### config.mk
export PLATFORM = sky130hd
export DESIGN_NAME = kbd_event_filter
export DESIGN_NICKNAME = d
export VERILOG_FILES = /design/src/rtl/kbd_pkg.sv /design/src/rtl/kbd_event_fifo.sv /design/src/rtl/kbd_event_filter.sv
export SDC_FILE = /design/constraint.sdc
export NUM_CORES = 1
export LEC_CHECK = 0
export ABC_CLOCK_PERIOD_IN_PS = 2500
export CELL_PAD_IN_SITES_DETAIL_PLACEMENT = 1
export CELL_PAD_IN_SITES_GLOBAL_PLACEMENT = 1
export CORE_ASPECT_RATIO = 0.8
export CORE_MARGIN = 5
export CORE_UTILIZATION = 40
export CTS_BUF_LIST = sky130_fd_sc_hd__clkbuf_8
export CTS_CLUSTER_SIZE = 25
export DETAILED_ROUTE_END_ITERATION = 8
export HOLD_SLACK_MARGIN = 0.03
export PLACE_DENSITY_LB_ADDON = 0.1
export SKIP_CTS_REPAIR_TIMING = 1
export SYNTH_ARGS = -nofsm -noshare
export SYNTH_HDL_FRONTEND = slang
export SYNTH_SLANG_ARGS = --single-unit
### constraint.sdc
create_clock -name clk -period 2.5 [get_ports clk]
set_input_delay 0.5 -clock clk [delete_from_list [all_inputs] [get_ports clk]]
set_output_delay 0.5 -clock clk [all_outputs]
set_load 0.01 [all_outputs]
### src/rtl/kbd_pkg.sv
// Shared PS/2 byte constants, prefix-FSM state type and key-event record for the
// keyboard event path (kbd_event_filter and kbd_event_fifo).
package kbd_pkg;

  localparam logic [7:0] BREAK  = 8'hF0;
  localparam logic [7:0] EXT    = 8'hE0;
  localparam logic [7:0] BAT_OK = 8'hAA;
  localparam logic [7:0] ACK    = 8'hFA;
  localparam logic [7:0] RESEND = 8'hFE;
  localparam logic [7:0] ECHO   = 8'hEE;

  typedef enum logic [1:0] {
    ST_IDLE,
    ST_BRK,
    ST_EXT,
    ST_EXT_BRK
  } kbd_state_e;

  typedef struct packed {
    logic       ext;
    logic [7:0] code;
  } kbd_event_t;

  // Keyboard status/handshake bytes that never carry a key when seen outside a prefix.
  function automatic logic is_status_byte(input logic [7:0] b);
    return b inside {BAT_OK, ACK, RESEND, ECHO, 8'h00, 8'hFF};
  endfunction

endpackage

### src/rtl/kbd_event_fifo.sv
// Small synchronous FIFO of key events; head is presented combinationally and
// popped with a valid/ready handshake. A push into a full FIFO is accepted only
// when a pop happens in the same cycle.
module kbd_event_fifo
  import kbd_pkg::*;
#(
  parameter int DEPTH = 4
) (
  input  logic       clk,
  input  logic       reset,
  input  logic       push,
  input  kbd_event_t push_data,
  input  logic       pop_ready,
  output kbd_event_t head_data,
  output logic       full,
  output logic       empty
);

  localparam int PW = $clog2(DEPTH);
  localparam int CW = PW + 1;
  localparam logic [CW-1:0] FULL_COUNT = CW'(DEPTH);

  kbd_event_t    mem [DEPTH];
  logic [PW-1:0] wr_ptr;
  logic [PW-1:0] rd_ptr;
  logic [CW-1:0] count;
  logic          do_push;
  logic          do_pop;

  assign full    = (count == FULL_COUNT);
  assign empty   = (count == '0);
  assign do_pop  = pop_ready && !empty;
  assign do_push = push && (!full || do_pop);

  // NOTE: the storage array has no reset; head_data is forced to zero while empty,
  // so stale or unknown entries are never visible downstream.
  always_ff @(posedge clk) begin
    if (do_push) mem[wr_ptr] <= push_data;
  end

  // NOTE: sequential state uses non-blocking assignments so every register samples
  // pre-edge values regardless of statement order.
  always_ff @(posedge clk or negedge reset) begin
    if (!reset) begin
      wr_ptr <= '0;
      rd_ptr <= '0;
      count  <= '0;
    end else begin
      if (do_push) wr_ptr <= wr_ptr + 1'b1;
      if (do_pop)  rd_ptr <= rd_ptr + 1'b1;
      case ({do_push, do_pop})
        2'b10:   count <= count + 1'b1;
        2'b01:   count <= count - 1'b1;
        default: count <= count;
      endcase
    end
  end

  assign head_data = empty ? '0 : mem[rd_ptr];

endmodule

### src/rtl/kbd_event_filter.sv
// Turns raw PS/2 scancode bytes into buffered make events, dropping breaks, status
// bytes and (optionally) typematic repeats. E0-prefix support: KBD_EXT_PREFIX_EN.
module kbd_event_filter
  import kbd_pkg::*;
#(
  parameter int FIFO_DEPTH  = 4,
  parameter int DROP_REPEAT = 1
) (
  input  logic       clk,
  input  logic       reset,
  input  logic       flag,
  input  logic [7:0] scancode,
  input  logic       ev_ready,
  output logic       ev_valid,
  output logic [7:0] ev_code,
  output logic       ev_ext,
  output logic       overflow
);

`ifdef KBD_EXT_PREFIX_EN
  localparam logic EXT_EN = 1'b1;
`else
  localparam logic EXT_EN = 1'b0;
`endif
  localparam logic DROP_EN = (DROP_REPEAT != 0);

  kbd_state_e state;
  kbd_state_e state_next;
  logic       make_req;
  logic       make_ext;
  logic       brk_req;
`ifdef KBD_EXT_PREFIX_EN
  logic       brk_ext;
`endif

  always_ff @(posedge clk or negedge reset) begin
    if (!reset) state <= ST_IDLE;
    else        state <= state_next;
  end

  always_comb begin
    // NOTE: every signal driven here gets a default first, so no path infers a latch.
    state_next = state;
    make_req   = 1'b0;
    make_ext   = 1'b0;
    brk_req    = 1'b0;
`ifdef KBD_EXT_PREFIX_EN
    brk_ext    = 1'b0;
`endif
    if (flag) begin
      case (state)
        ST_IDLE: begin
          if (scancode == BREAK) begin
            state_next = ST_BRK;
          end else if (scancode == EXT) begin
`ifdef KBD_EXT_PREFIX_EN
            state_next = ST_EXT;
`else
            state_next = ST_IDLE;
`endif
          end else if (!is_status_byte(scancode)) begin
            make_req = 1'b1;
          end
        end
        ST_BRK: begin
          brk_req    = 1'b1;
          state_next = ST_IDLE;
        end
`ifdef KBD_EXT_PREFIX_EN
        ST_EXT: begin
          if (scancode == BREAK) begin
            state_next = ST_EXT_BRK;
          end else if (scancode == EXT) begin
            state_next = ST_EXT;
          end else begin
            make_req   = 1'b1;
            make_ext   = 1'b1;
            state_next = ST_IDLE;
          end
        end
        ST_EXT_BRK: begin
          brk_req    = 1'b1;
          brk_ext    = 1'b1;
          state_next = ST_IDLE;
        end
`endif
        default: state_next = ST_IDLE;
      endcase
    end
  end

  // Last pushed make, used to recognise typematic repeats until its break arrives.
  logic       held_valid;
  logic [7:0] held_code;
  logic       make_match;
  logic       brk_match;
  logic       push;
  logic       fifo_full;
  logic       fifo_empty;
  kbd_event_t push_data;
  kbd_event_t head;

`ifdef KBD_EXT_PREFIX_EN
  logic       held_ext;
  assign make_match = held_valid && (held_code == scancode) && (held_ext == make_ext);
  assign brk_match  = held_valid && (held_code == scancode) && (held_ext == brk_ext);
`else
  assign make_match = held_valid && (held_code == scancode);
  assign brk_match  = held_valid && (held_code == scancode);
`endif

  assign push = make_req && !(DROP_EN && make_match);

  always_ff @(posedge clk or negedge reset) begin
    if (!reset) begin
      held_valid <= 1'b0;
      held_code  <= '0;
`ifdef KBD_EXT_PREFIX_EN
      held_ext   <= 1'b0;
`endif
    end else if (push) begin
      held_valid <= 1'b1;
      held_code  <= scancode;
`ifdef KBD_EXT_PREFIX_EN
      held_ext   <= make_ext;
`endif
    end else if (brk_req && brk_match) begin
      held_valid <= 1'b0;
    end
  end

  // A full FIFO only loses the event when nothing is popped in the same cycle.
  always_ff @(posedge clk or negedge reset) begin
    if (!reset)                              overflow <= 1'b0;
    else if (push && fifo_full && !ev_ready) overflow <= 1'b1;
  end

  assign push_data = '{ext: make_ext, code: scancode};

  kbd_event_fifo #(
    .DEPTH(FIFO_DEPTH)
  ) u_fifo (
    .clk      (clk),
    .reset    (reset),
    .push     (push),
    .push_data(push_data),
    .pop_ready(ev_ready),
    .head_data(head),
    .full     (fifo_full),
    .empty    (fifo_empty)
  );

  assign ev_valid = !fifo_empty;
  assign ev_code  = head.code;
  assign ev_ext   = EXT_EN & head.ext;

endmodule

# ---- After elaboration in Yosys (flattened, before gate mapping)
# Memories as Yosys holds them, arrays and structs flattened.
# Cells that the tools add are included.
dict set report totals {
  mem_bits_rw 32
  rom_bits 0
  output_inout_bits 11
  wordCells 60
  latch_bits 0
  inputBits 12
  mem_count 1
  reg_bits 19
}
dict set report classes {
  div_mod_pow 0
  addsub 4
  shifts 0
  n_eq_ne 13
  n_lt_le_gt_ge 0
  n_reduce_logical 19
  bitwise_logic 0
  n_mux 16
  mul 0
}
# memory words width rd rd_ports_with_merged_regs wr line_no
set mem_list {}
lappend mem_list {u_fifo.mem 4 8 1 0 1 kbd_event_fifo.sv:23} ;# kbd_event_t mem [DEPTH];
# cell count
set op_table {}
lappend op_table {{equality test 8 bit (second input constant)} 7}
lappend op_table {{two-way mux 1 bit} 11}
lappend op_table {{equality test 8 bit} 1}
lappend op_table {{zero test 8 bit} 1}
lappend op_table {{two-way mux 8 bit} 1}
lappend op_table {{logical AND 1 bit} 7}
lappend op_table {{two-way mux 2 bit} 3}
lappend op_table {{case mux 3 bit (2 select lines)} 1}
lappend op_table {{nonzero test 6 bit} 1}
lappend op_table {{adder 2 x 1 -> 2 bit (second input constant)} 2}
lappend op_table {{equality test 2 x 1 -> 1 bit (second input constant)} 2}
lappend op_table {{zero test 1 bit} 4}
lappend op_table {{nonzero test 2 bit} 2}
lappend op_table {{adder 3 x 1 -> 3 bit (second input constant)} 1}
lappend op_table {{equality test 3 bit (second input constant)} 1}
lappend op_table {{zero test 3 bit} 1}
lappend op_table {{!= test 3 bit (second input constant)} 1}
lappend op_table {{subtractor 3 x 1 -> 3 bit (second input constant)} 1}
lappend op_table {{equality test 2 bit (second input constant)} 1}
lappend op_table {{zero test 2 bit} 1}
lappend op_table {{AND reduction 2 bit} 1}
lappend op_table {{logical OR 1 bit} 1}

# ---- Depth between registers and ports, before layout
# Gate-level depths: netlist of the first run.
dict set report depth {
  depth_word 11
  mapped_depth 10
  depth_no_buf 10
}

# ---- Cells and area by module
# Synthesis of the first run repeated with hierarchy kept, for this count alone.
dict set report hier_totals {
  hier_cells 153
  hier_area_um2 2433.6
}
# mod cells_per_inst area_each_um2 seq_area_each_um2 n_inst
set by_module_without_submodules {}
lappend by_module_without_submodules {kbd_event_fifo 96 1794.2 1256.2 1}
lappend by_module_without_submodules {kbd_event_filter 57 639.4 275.3 1}

# ---- Worst setup path after synthesis of the first run
# OpenSTA, ideal clock, no wires.
dict set report synth_timing {
  kind {input to register}
  startpoint {input port scancode[1]}
  endpoint {register u_fifo.count[2]}
  required_time_ns 2.421
  path_buffers 0
  path_slack_ns 0.014
  arrival_ns 2.407
  path_stages 10
  setup_time_ns 0.079
  path_cell_list {or4_1 > o2111ai_2 > nand2_2 > nand3_4 > ha_1 > inv_1 > fa_1 > xor2_1 > nor2_1 > xor2_1}
}
dict set report synth_between {
  elab_chain_cells 11
  elab_cells_between_ends 23
  classes_between {10 x eq/ne; 6 x mux; 7 x reduce/logical}
}
# element line_no
set synth_lines {}
lappend synth_lines {{start: declaration} kbd_event_filter.sv:12} ;# input logic [7:0] scancode,
lappend synth_lines {{equality test 8 bit / zero test 8 bit (equally long branches)} kbd_pkg.sv:26} ;# return b inside {BAT_OK, ACK, RESEND, ECHO, 8'h00, 8'hFF};
lappend synth_lines {{nonzero test 6 bit} kbd_pkg.sv:26}
lappend synth_lines {{two-way mux 1 bit} kbd_event_filter.sv:61} ;# end else if (!is_status_byte(scancode)) begin
lappend synth_lines {{two-way mux 1 bit} kbd_event_filter.sv:55} ;# end else if (scancode == EXT) begin
lappend synth_lines {{two-way mux 1 bit} kbd_event_filter.sv:53} ;# if (scancode == BREAK) begin
lappend synth_lines {{two-way mux 1 bit} kbd_event_filter.sv:51} ;# case (state)
lappend synth_lines {{two-way mux 1 bit} kbd_event_filter.sv:50} ;# if (flag) begin
lappend synth_lines {{logical AND 1 bit (*)} kbd_event_filter.sv:112} ;# assign push = make_req && !(DROP_EN && make_match);
lappend synth_lines {{logical AND 1 bit (*)} kbd_event_fifo.sv:33} ;# assign do_push = push && (!full || do_pop);
lappend synth_lines {{equality test 2 x 1 -> 1 bit / equality test 2 bit (equally long branches)} kbd_event_fifo.sv:51} ;# case ({do_push, do_pop})
lappend synth_lines {{case mux 3 bit (2 select lines) / nonzero test 2 bit (equally long branches)} -}
lappend synth_lines {{end signal: assignment} kbd_event_fifo.sv:52} ;# 2'b10: count <= count + 1'b1;
lappend synth_lines {{end signal: assignment} kbd_event_fifo.sv:53} ;# 2'b01: count <= count - 1'b1;
lappend synth_lines {{end signal: assignment} kbd_event_fifo.sv:54} ;# default: count <= count;
lappend synth_lines {{end: declaration} kbd_event_fifo.sv:26} ;# logic [CW-1:0] count;
# Every way passes the cells marked *; elsewhere a longest branch is shown, timed or not.
# A chain may end at the register's enable or synchronous reset.

# ---- Final worst setup path of the first run
# Same ends and word-level chain as after synthesis.

==> results of run 1 <==
-- layer usage --
| metal | routed length, um | vias up |
|---|---|---|
| li1 | - | 639 |
| met1 | 2240 | 701 |
| met2 | 2550 | 18 |
| met3 | 141 | 2 |
| met4 | 16 | 0 |
| met5 | 0 | - |
-- per-stage QoR --
| step | hold WS, ps | utilization (%) | instances | worst slack (ps) |
|---|---|---|---|---|
| 6_report | 481 | 53.6 | 276 | 104 |
| 3_3_place_gp | 455 | 50.1 | 267 | -518 |
| 4_1_cts | 487 | 52.2 | 275 | -476 |
| 5_1_grt | 485 | 53.6 | 276 | 0.997 |
| 2_1_floorplan | 204 | - | 148 | 13.8 |
| 3_5_place_dp | 465 | 50.1 | 267 | -730 |
-- worst min path at each step --
stage / endpoint / slack [ps] / depth (start not counted)
2_1_floorplan: held_code[0] / 200 / 0
3_3_place_gp: overflow / 450 / 1
3_5_place_dp: overflow / 470 / 1
4_1_cts: overflow / 490 / 1
5_1_grt: u_fifo.mem[0][1] / 480 / 1
6_report: overflow / 480 / 1
-- kinds of logic (layout without fill, tap and decap cells) --
group,count (synthesis),in the layout
mux,15,15
simple gates,35,35
other cells,1,1
flops,50,50
fa+ha+maj,6,6
xor+xnor,14,14
compound gates,12,12
buf+inv,15,65
-- registers in the layout, summed over array words and instances, names as in the netlist --
register / count
held_code: 8
held_valid: 1
overflow: 1
state: 1
u_fifo.count: 3
u_fifo.mem: 32
u_fifo.rd_ptr: 2
u_fifo.wr_ptr: 2
-- layout by cell type (no fill, tap or decap), drive strengths merged, types with 2 or more instances in the layout --
cell and n:
a21oi 2, and2 9, buf 26, clkbuf 8, clkdlybuf4s50 5, dfrtp 18, dlymetal6s2s 12, edfxtp 32
ha 5, inv 12, mux2 7, mux4 8, nand2 6, nand4 4, nor2 6, nor4 2
o21ai 4, or3 3, xnor2 4, xor2 10
-- layout make-up --
type                       count  area share [%]
timing repair buffer          46            14.3
tap                           78            3.30
clock inverter                 3            1.44
inverter                      11            1.40
multi-input combinational     83            29.5
clock buffer                   5            2.33
sequential                    50            47.7
-- synth_stat cells (3+ instances only) --
cell type,instances,area [sq um]
xor2_1,10,87.6
nand4_1,3,18.8
mux4_2,8,180
edfxtp_1,32,961
nand2_1,4,15.0
inv_1,11,41.3
nor2_1,6,22.5
and2_1,9,56.3
o21ai_0,4,20.0
mux2_4,6,90.1
dfrtp_1,18,450
xnor2_1,4,35.0
ha_1,5,62.6
-- power by group --
group | internal (mW) | switching [mW] | total (mW)
clock network | 0.297 | 0.270 | 0.567
logic | 0.639 | 0.515 | 1.15
registers | 1.12 | 0.130 | 1.25
total | 2.05 | 0.915 | 2.97
==> results by group, run 1 <==
Yosys
  • Avg Cell Area, Syn: about 16 sq um
  • Mux contribution to synthesized area: between 10 and 15%
  • Syn_nets: 166
  • Post-synth cell types: 39
  • Post-synthesis cell count: roughly 150
  • Yosys warning total: 0
  • Mapped cell area: between 2000 and 2500 sq um
  • Async set-reset flop share out of synthesis: roughly 36%
  • Synth Area in Compound Gates: 4.51%
  • Synth Area in Simple Gates: 10.2%
  • Largest family of logic cells by synthesized area: multiplexers
  • Synth Area in XOR/XNOR: 5.33%
  • EDFF count, synth: 32
  • Primary FF master, synth: edfxtp_1
  • Register bit total from synthesis: 50
  • Sequential area share after synthesis: between 60 and 70%
  • Synth Area in Adders: 3.59%

GRT
  • Vias in the first global route: 1538
  • First-pass GRT wire length: 7930 um
  • GRT Util Overall: 14.3%
  • Met3 Use GR: 3.29%
  • Met1 Usage GRT: 18.2%
  • Grt ovf: 0
  • Met2 GRT Util: 25.1%
  • Initial antenna violation count: 0
  • Pin count of the biggest net entering global routing: 19
  • GRT busiest layer: met2

Setup path
  • Crit path max-delay cell type: or4_4
  • Critical Path Sink: u_fifo.count[2]
  • Worst Setup End Kind: register
  • CP peak stage delay: between 500 and 600 ps
  • FF-to-FF path depth: 11
  • Worst setup SP type: primary input
  • Top delay family on crit path: simple AND/OR/NAND/NOR gates
  • FF-to-FF End: u_fifo.count[2]
  • RR Startpoint: held_code[2]
  • WP buf/inv: 2
  • Crit path kind: in2reg
  • R2r setup slk: 140 ps
  • Worst EP required: 2710 ps
  • CP Depth: 11
  • WP data arrival: 2610 ps
  • Max Fanout on Critical Path: 6
  • CP startpoint: scancode[1]
  • Crit-path cells: clkbuf_2 -> or4_4 -> o2111ai_2 -> nand2_2 -> nand3_4 -> ha_4 -> inv_1 -> fa_1 -> xor2_1 -> nor2_1 -> xor2_1
  • CP most frequent cell: xor2_1

Floorplan
  • Die X-Extent: 94.8 um
  • Ports: 23
  • Die Height: 77.9 um
  • Starting density of the core: 41.7%
  • Die area: roughly 7400 sq um
  • Core ar.: 5530 sq um
  • Std cell rows: 24

Min path
  • Hold path start: overflow
  • Worst hold-check path type: reg2reg

Timing
  • Setup TNS: 0 ps
  • Final Hold Vio Count: 0
  • Clk_skew: 12.9 ps
  • Fmax: around 420 MHz
  • Final Cycle Share: 95.9%
  • Worst Tran Pin Value: 502 ps
  • Slew Limit Fails: 0
  • Slew HR: 66.5%
  • Final setup fails: 0
  • RSZ-0062 raised after global routing: false
  • Min Tclk post-route: ~2400 ps

CTS
  • Buffer depth of the longest clock path: 2
  • Clock Tree Root: clkbuf_8
  • H-Tree Depth: 2
  • Clk sinks: 50
  • Num CTS Buffers: 5
  • Clock transition at path regs: approximately 90 ps
  • Clk_lat worst skew: 300 ps
  • CTS tree: done

Route
  • Vias per std cell: 4.93
  • Via count: about 1400
  • Initial DRC Count: 52
  • Per-cell routed wire length: 17.9 um
  • Residual DRC count: 0
  • Initial DRT Pass Iterations: 4
  • Final WL: 4950 um
  • Antenna Nets Post-Route: 0

Placement
  • Buffers on Ports: 21
  • Placed Area: 2770 sq um
  • Post-DP HPWL: 3580 um
  • Routability cong.: 0.755

Cells and area
  • Area growth, synth to finish: 28.5%
  • Sequential cell area: 1410 sq um
  • Design Area, Final: 2960 sq um
  • Layout cell share with drive strength beyond 1: approximately a third
  • Layout fillers: between 500 and 600
  • Footprint of the multi-input gates: 873 sq um
  • Fin nets: 215
  • Antenna cells: 0

Pwr
  • PwrDens: 1000 nW/um^2
  • Cell leakage power: 1.23 nW
  • Power Total: slightly below 3 mW
  • VDD IR max: 0.295 mV

Status
  • Outcome: finished clean

Job
  • Count of maximum capacitance violations: 0
No activity file was read; power rests on OpenSTA's default activity.
==> run 2: changes to the inputs <==
Settings changed: ABC_CLOCK_PERIOD_IN_PS 2500 to 2640, CAP_MARGIN set to 20.
Clock period 2.5 ns to 2.64 ns, I/O delays scaled along.
==> run 2 against run 1 <==
Worst setup slack improved by 5.4 ps. Sequential share of layout area increased by 1.1 points. Routed wire length decreased by 2.9%. Sequential power decreased by 6%. Flip-flop and latch count unchanged. Clock power decreased by 15%. Critical endpoint is now ev_code[0]. Highest routed layer unchanged.
==> results by group, run 2 (same netlist as run 1, synthesis figures left out) <==
Setup path
  • FF-to-FF path depth: 11 (unchanged)
  • WP data arrival: 2000 ps (-610 ps)
  • Top delay family on crit path: buffers and inverters
  • Crit path kind: reg2out
  • WP buf/inv: 2 (unchanged)
  • CP Depth: 4 (-7)
  • Max Fanout on Critical Path: 10 (+4)
  • Crit path max-delay cell type: mux4_2
  • Worst EP required: 2110 ps (-600 ps)
  • Crit-path cells: buf_6 -> mux4_2 -> and2_1 -> clkdlybuf4s50_1
  • CP peak stage delay: 520 ps (-30 ps)
  • Worst setup SP type: register
  • Worst Setup End Kind: primary output

Placement
  • Routability cong.: 0.761 (+0.86%)
  • Post-DP HPWL: 3550 um (-0.84%)
  • Placed Area: 2760 sq um (-0.27%)
  • Buffers on Ports: 21 (unchanged)

Cells and area
  • Commonest non-fill, non-tap cells in the layout: 32 x edfxtp_1, 24 x buf_4, 18 x dfrtp_1, 13 x clkdlybuf4s50_1, 11 x inv_1
  • Layout cell share with drive strength beyond 1: 31.7% (-3.2 points)
  • Commonest non-fill, non-tap cell in the layout: edfxtp_1
  • Sequential cell area: 1410 sq um (unchanged)
  • Layout fillers: 556 (-0.54%)
  • Antenna cells: 0 (unchanged)
  • Top flop regs: u_fifo.mem x32, held_code x8, u_fifo.count x3
  • Area growth, synth to finish: 25.8%
  • Fin nets: 216 (+0.47%)
  • Post-route core utilization: 52.4% (-1.2 points)
  • Max FFs per register: 32 (unchanged)
  • Biggest register: u_fifo.mem
  • Design Area, Final: 2900 sq um (-2.2%)
  • Footprint of the multi-input gates: 836 sq um (-4.3%)

CTS
  • H-Tree Depth: 2 (unchanged)
  • Buffer depth of the longest clock path: 2 (unchanged)
  • Num CTS Buffers: 5 (unchanged)
  • Clk sinks: 50 (unchanged)
  • Clock transition at path regs: 90 ps (about the same)
  • Clk_lat worst skew: 300 ps (about the same)
  • CTS tree: done
  • Clock Tree Root: clkbuf_8

Timing
  • Fmax: 395 MHz
  • Worst Tran Pin Value: 835 ps (+333 ps)
  • Final Cycle Share: 95.9%
  • Final Hold Vio Count: 0 (unchanged)
  • Clk_skew: 5.09 ps (-7.83 ps)
  • Min Tclk post-route: 2530 ps
  • Final setup fails: 0 (unchanged)
  • Slew Limit Fails: 0 (unchanged)
  • Slew HR: 44.2% (-22 points)

Status
  • Outcome: finished clean

Min path
  • Hold path cells: 1 (unchanged)
  • Worst hold-check path type: reg2reg

Route
  • Via count: 1383 (+1.7%)
  • Final WL: 4810 um (-2.9%)
  • Antenna Nets Post-Route: 0 (unchanged)
  • Residual DRC count: 0 (unchanged)
  • Vias per std cell: 4.99 (+1.3%)
  • Initial DRC Count: 46 (-12%)
  • Initial DRT Pass Iterations: 4 (unchanged)
  • Per-cell routed wire length: 17.4 um (-3.3%)

GRT
  • GRT Util Overall: 14.6% (+0.35 points)
  • First-pass GRT wire length: 8050 um (+1.5%)
  • Vias in the first global route: 1552 (+0.91%)
  • Grt ovf: 0 (unchanged)
  • Initial antenna violation count: 0 (unchanged)
  • Pin count of the biggest net entering global routing: 19 (unchanged)

Floorplan
  • Starting density of the core: 41.7% (unchanged)
  • Core ar.: 5530 sq um (unchanged)
  • Std cell rows: 24 (unchanged)
  • Die Height: 77.9 um (unchanged)
  • Die X-Extent: 94.8 um (unchanged)
  • Ports: 23 (unchanged)
  • Die area: 7380 sq um (unchanged)

Pwr
  • VDD IR max: 0.294 mV (-0.14%)
  • Cell leakage power: 1.14 nW (-7.3%)
  • PwrDens: 939 nW/um^2 (-6.4%)

Job
  • Count of maximum capacitance violations: 0 (unchanged)
[run 2: changes by cell type in the layout (fill, tap and decap cells not counted), moves of 4 or more]
cell / change
clkdlybuf4s50_1: +8
nor2_2: -4
dlymetal6s2s_1: -7
nor2_1: +4
[run 2: cell type report]
type / count / area share (%)
Sequential cell: 50 / 48.7
Clock inverter: 2 / 0.562
Tap cell: 78 / 3.37
Multi-Input combinational cell: 83 / 28.9
Clock buffer: 6 / 2.85
Inverter: 11 / 1.43
Timing Repair Buffer: 47 / 14.2
[run 2: final timing paths]
path	start	endpoint	slack, ps
max in group asynchronous	reset	held_code[1]	1870
worst min-delay path	overflow	overflow	470
min in group asynchronous	reset	u_fifo.rd_ptr[0]	560
worst min register to register	overflow	overflow	470
worst max register to register	held_code[4]	u_fifo.count[2]	220
worst max-delay path	u_fifo.rd_ptr[0]	ev_code[0]	110
[run 2: power breakdown]
group | total (mW) | internal (mW) | switching (mW) | leakage (nW)
logic | 1.07 | 0.596 | 0.470 | 0.593
registers | 1.17 | 1.06 | 0.113 | 0.503
clock network | 0.481 | 0.216 | 0.265 | 0.0478
[run 2: worst reg2reg max path, stage by stage, from the launching register on]
cell	delay [ps]
dfrtp_1	410
xor2_1	150
nor4_2	270
buf_4	160
nand4_4	110
nand3_4	110
ha_2	200
inv_1	70
fa_1	390
xor2_1	160
nor2_1	130
xor2_1	190
[run 2: per-stage QoR]
stage	setup TNS [ps]	total power, mW	std cells	worst slack, ps	hold WS [ps]
2_1_floorplan	0	1.80	148	126	232
3_3_place_gp	-13370	2.23	266	-405	455
3_5_place_dp	-14630	2.28	266	-638	455
4_1_cts	-3280	2.76	274	-339	477
5_1_grt	-29.7	2.91	277	-8.34	496
6_report	0	2.72	277	109	471
[run 2: per-layer routing]
layer / up-vias / global-route usage, % / wire [um]
li1: 641 / - / -
met1: 718 / 18.2 / 2140
met2: 20 / 24.8 / 2470
met3: 4 / 3.29 / 150
met4: 0 / 5.19 / 45
met5: - / 0 / 0
==> run 3: changes to the inputs <==
Settings changed: ABC_AREA set to 1.
==> run 3 against run 2 <==
Worst setup slack improved by 35 ps. Utilization increased by 1.4 points. Routed wire length increased by 34%. First-iteration DRC count increased by 4.3%. Critical endpoint is now ev_code[1]. Clock power decreased by 6.0%. Non-clock buffer count increased by 16. Clock skew increased by 2.9 ps. Largest power group is now combinational cells. Count of clock-buffer cells in the layout decreased by 1. Final cell count increased by 49%.
==> results by group, run 3 <==
Cells and area
  • Area growth, synth to finish: 29.3%
  • Layout cell share with drive strength beyond 1: 22.9% (-8.8 points)
  • Top flop regs: u_fifo.mem x32, held_code x8, u_fifo.count x3
  • Commonest non-fill, non-tap cell in the layout: nor2_1
  • Design Area, Final: 3210 sq um (+11%)
  • Biggest register: u_fifo.mem
  • Max FFs per register: 32 (unchanged)
  • Fin nets: 350 (+62%)
  • Antenna cells: 0 (unchanged)
  • Commonest non-fill, non-tap cells in the layout: 51 x nor2_1, 50 x nand2_1, 41 x buf_4, 32 x edfxtp_1, 26 x inv_1

Route
  • Per-cell routed wire length: 15.6 um (-10%)
  • Via count: 1985 (+44%)
  • Antenna Nets Post-Route: 0 (unchanged)
  • Vias per std cell: 4.81 (-3.7%)
  • Final WL: 6430 um (+34%)
  • Residual DRC count: 0 (unchanged)
  • Initial DRC Count: 48 (+4.3%)
  • Initial DRT Pass Iterations: 4 (unchanged)

Setup path
  • Crit path max-delay cell type: dfrtp_4
  • CP peak stage delay: 600 ps (+80 ps)
  • WP data arrival: 1970 ps (-30 ps)
  • Worst EP required: 2110 ps (about the same)
  • Worst Setup End Kind: primary output
  • FF-to-FF path depth: 13 (+2)
  • R2r setup slk: 490 ps (+270 ps)
  • CP Depth: 4 (unchanged)
  • Max Fanout on Critical Path: 19 (+9)
  • WP buf/inv: 2 (unchanged)
  • Crit-path cells: inv_4 -> o21ai_0 -> a21oi_2 -> clkdlybuf4s50_1
  • Top delay family on crit path: buffers and inverters
  • Worst setup SP type: register
  • Crit path kind: reg2out

Yosys
  • Post-synthesis cell count: 268 (+81%)
  • Register bit total from synthesis: 50 (unchanged)
  • Async set-reset flop share out of synthesis: 36.0% (unchanged)
  • Synth area leaders: edfxtp_1 39%, dfrtp_1 18%, nor2_1 8.2%
  • Most frequent cell after synthesis: nor2_1
  • Primary FF master, synth: edfxtp_1
  • Yosys top cell area share: 38.7% (-3.1 points)
  • Post-synth cell types: 31 (-21%)
  • Sequential area share after synthesis: 56.8% (-4.5 points)
  • Yosys warning total: 0 (unchanged)
  • Syn_nets: 286 (+72%)
  • Synth area leader: edfxtp_1
  • Avg Cell Area, Syn: 9.27 sq um (-40%)
  • EDFF count, synth: 32 (unchanged)
  • Mapped cell area: 2480 sq um (+7.9%)
  • Most frequent cells after synthesis: 54 x nor2_1, 51 x nand2_1, 32 x edfxtp_1

Min path
  • Hold path cells: 1 (unchanged)
  • Worst hold-check path type: reg2reg

Pwr
  • VDD IR max: 0.424 mV (+44%)
  • PwrDens: 868 nW/um^2 (-7.6%)
  • Cell leakage power: 1.46 nW (+27%)

Timing
  • Setup TNS: 0 ps (unchanged)
  • Fmax: 401 MHz (+1.4%)
  • Final Cycle Share: 94.5% (-1.3 points)
  • Final setup fails: 0 (unchanged)
  • Clk_skew: 7.95 ps (+2.86 ps)
  • Min Tclk post-route: 2500 ps (-35.1 ps)
  • Final Hold Vio Count: 0 (unchanged)
  • Slew Limit Fails: 0 (unchanged)
  • RSZ-0062 raised after global routing: false

CTS
  • Clk sinks: 50 (unchanged)
  • Num CTS Buffers: 5 (unchanged)
  • H-Tree Depth: 2 (unchanged)
  • Clk_lat worst skew: 310 ps (about the same)
  • CTS tree: done
  • Clock Tree Root: clkbuf_8
  • Buffer depth of the longest clock path: 2 (unchanged)
  • Clock transition at path regs: 100 ps (about the same)

GRT
  • First-pass GRT wire length: 10700 um (+33%)
  • Initial antenna violation count: 0 (unchanged)
  • Vias in the first global route: 2204 (+42%)
  • Pin count of the biggest net entering global routing: 20 (+1)
  • GRT Util Overall: 17.5% (+2.9 points)
  • Grt ovf: 0 (unchanged)

Floorplan
  • Starting density of the core: 41.6% (-0.075 points)
  • Die area: 7900 sq um (+7.0%)
  • Die Height: 80.5 um (+3.4%)
  • Core ar.: 5970 sq um (+8.1%)
  • Ports: 23 (unchanged)
  • Std cell rows: 25 (+4.2%)
  • Die X-Extent: 98.1 um (+3.5%)

Status
  • Outcome: finished clean

Job
  • Count of maximum capacitance violations: 0 (unchanged)

Placement
  • Post-DP HPWL: 4790 um (+35%)
  • Routability cong.: 0.784 (+3.0%)
  • Placed Area: 3080 sq um (+11%)
  • Buffers on Ports: 21 (unchanged)
==> run 3: changes by cell type in the layout (fill, tap and decap cells not counted), sizes merged, moves of 5 or more <==
cell and change:
xor2 -5, mux2 -7, mux4 -8, nor2 +49
inv +20, nand3 +7, o21ai +26, and2 -9
nand2 +47, buf +16, a21oi +7
==> run 3: cells by family after synthesis <==
| kind of cell | Yosys count | synth area share, % |
|---|---|---|
| flops | 50 | 56.8 |
| buf+inv | 40 | 6.55 |
| compound gates | 41 | 9.67 |
| xor+xnor | 7 | 2.47 |
| other cells | 1 | 0.151 |
| fa+ha+maj | 6 | 3.32 |
| simple gates | 123 | 21.0 |
==> run 3: per-stage QoR <==
stage          instances  setup WS (ps)  util, %  hold slack (ps)  total power, mW
6_report             413            144     53.8              480             2.79
5_1_grt              413           15.4     53.8              526             3.00
4_1_cts              413           -136     52.9              490             2.79
3_5_place_dp         406           -311     51.5              459             2.34
3_3_place_gp         406           -262     51.5              463             2.29
2_1_floorplan        268            394        -              232             1.74
==> run 3: cell type report <==
cell class / instances / area [sq um]
clock inverter: 2 / 15.0
inverter: 34 / 134
multi-input combinational: 178 / 930
tap: 81 / 101
sequential: 50 / 1420
timing repair buffer: 63 / 549
clock buffer: 5 / 68.8
fill: 707 / 2760
==> run 3: final timing paths <==
path	startpoint	end
max	u_fifo.rd_ptr[0]	ev_code[1]
max reg2reg	held_code[6]	u_fifo.count[2]
min	overflow	overflow
min in group asynchronous	reset	u_fifo.wr_ptr[0]
min reg2reg	overflow	overflow
max in group asynchronous	reset	u_fifo.rd_ptr[0]
==> run 3: per-layer routing <==
| metal | part of all wire, % | global-route usage, % | vias to the layer above |
|---|---|---|---|
| met5 | 0 | 0 | - |
| met4 | 1.2 | 5.67 | 0 |
| met3 | 2.5 | 2.78 | 7 |
| met2 | 49 | 31.6 | 28 |
| met1 | 47 | 21.5 | 958 |
| li1 | - | - | 992 |
==> run 3: worst reg2reg max path: stages, from the launching register on <==
cell and delay [ps]:
dfrtp_1 410, inv_1 60, nand2_1 60, nand2_1 80, nand2_1 60, nor2_1 150, nand3_2 140, nand4_2 130
ha_1 140, inv_1 60, fa_1 380, a21oi_1 150, o21ai_1 90, xor2_1 150
==> run 3: power by group <==
group	leakage, nW	internal [mW]	switching [mW]
Clock	0.0362	0.182	0.270
Combinational	0.915	0.562	0.633
Sequential	0.505	1.02	0.126
Total	1.46	1.76	1.03
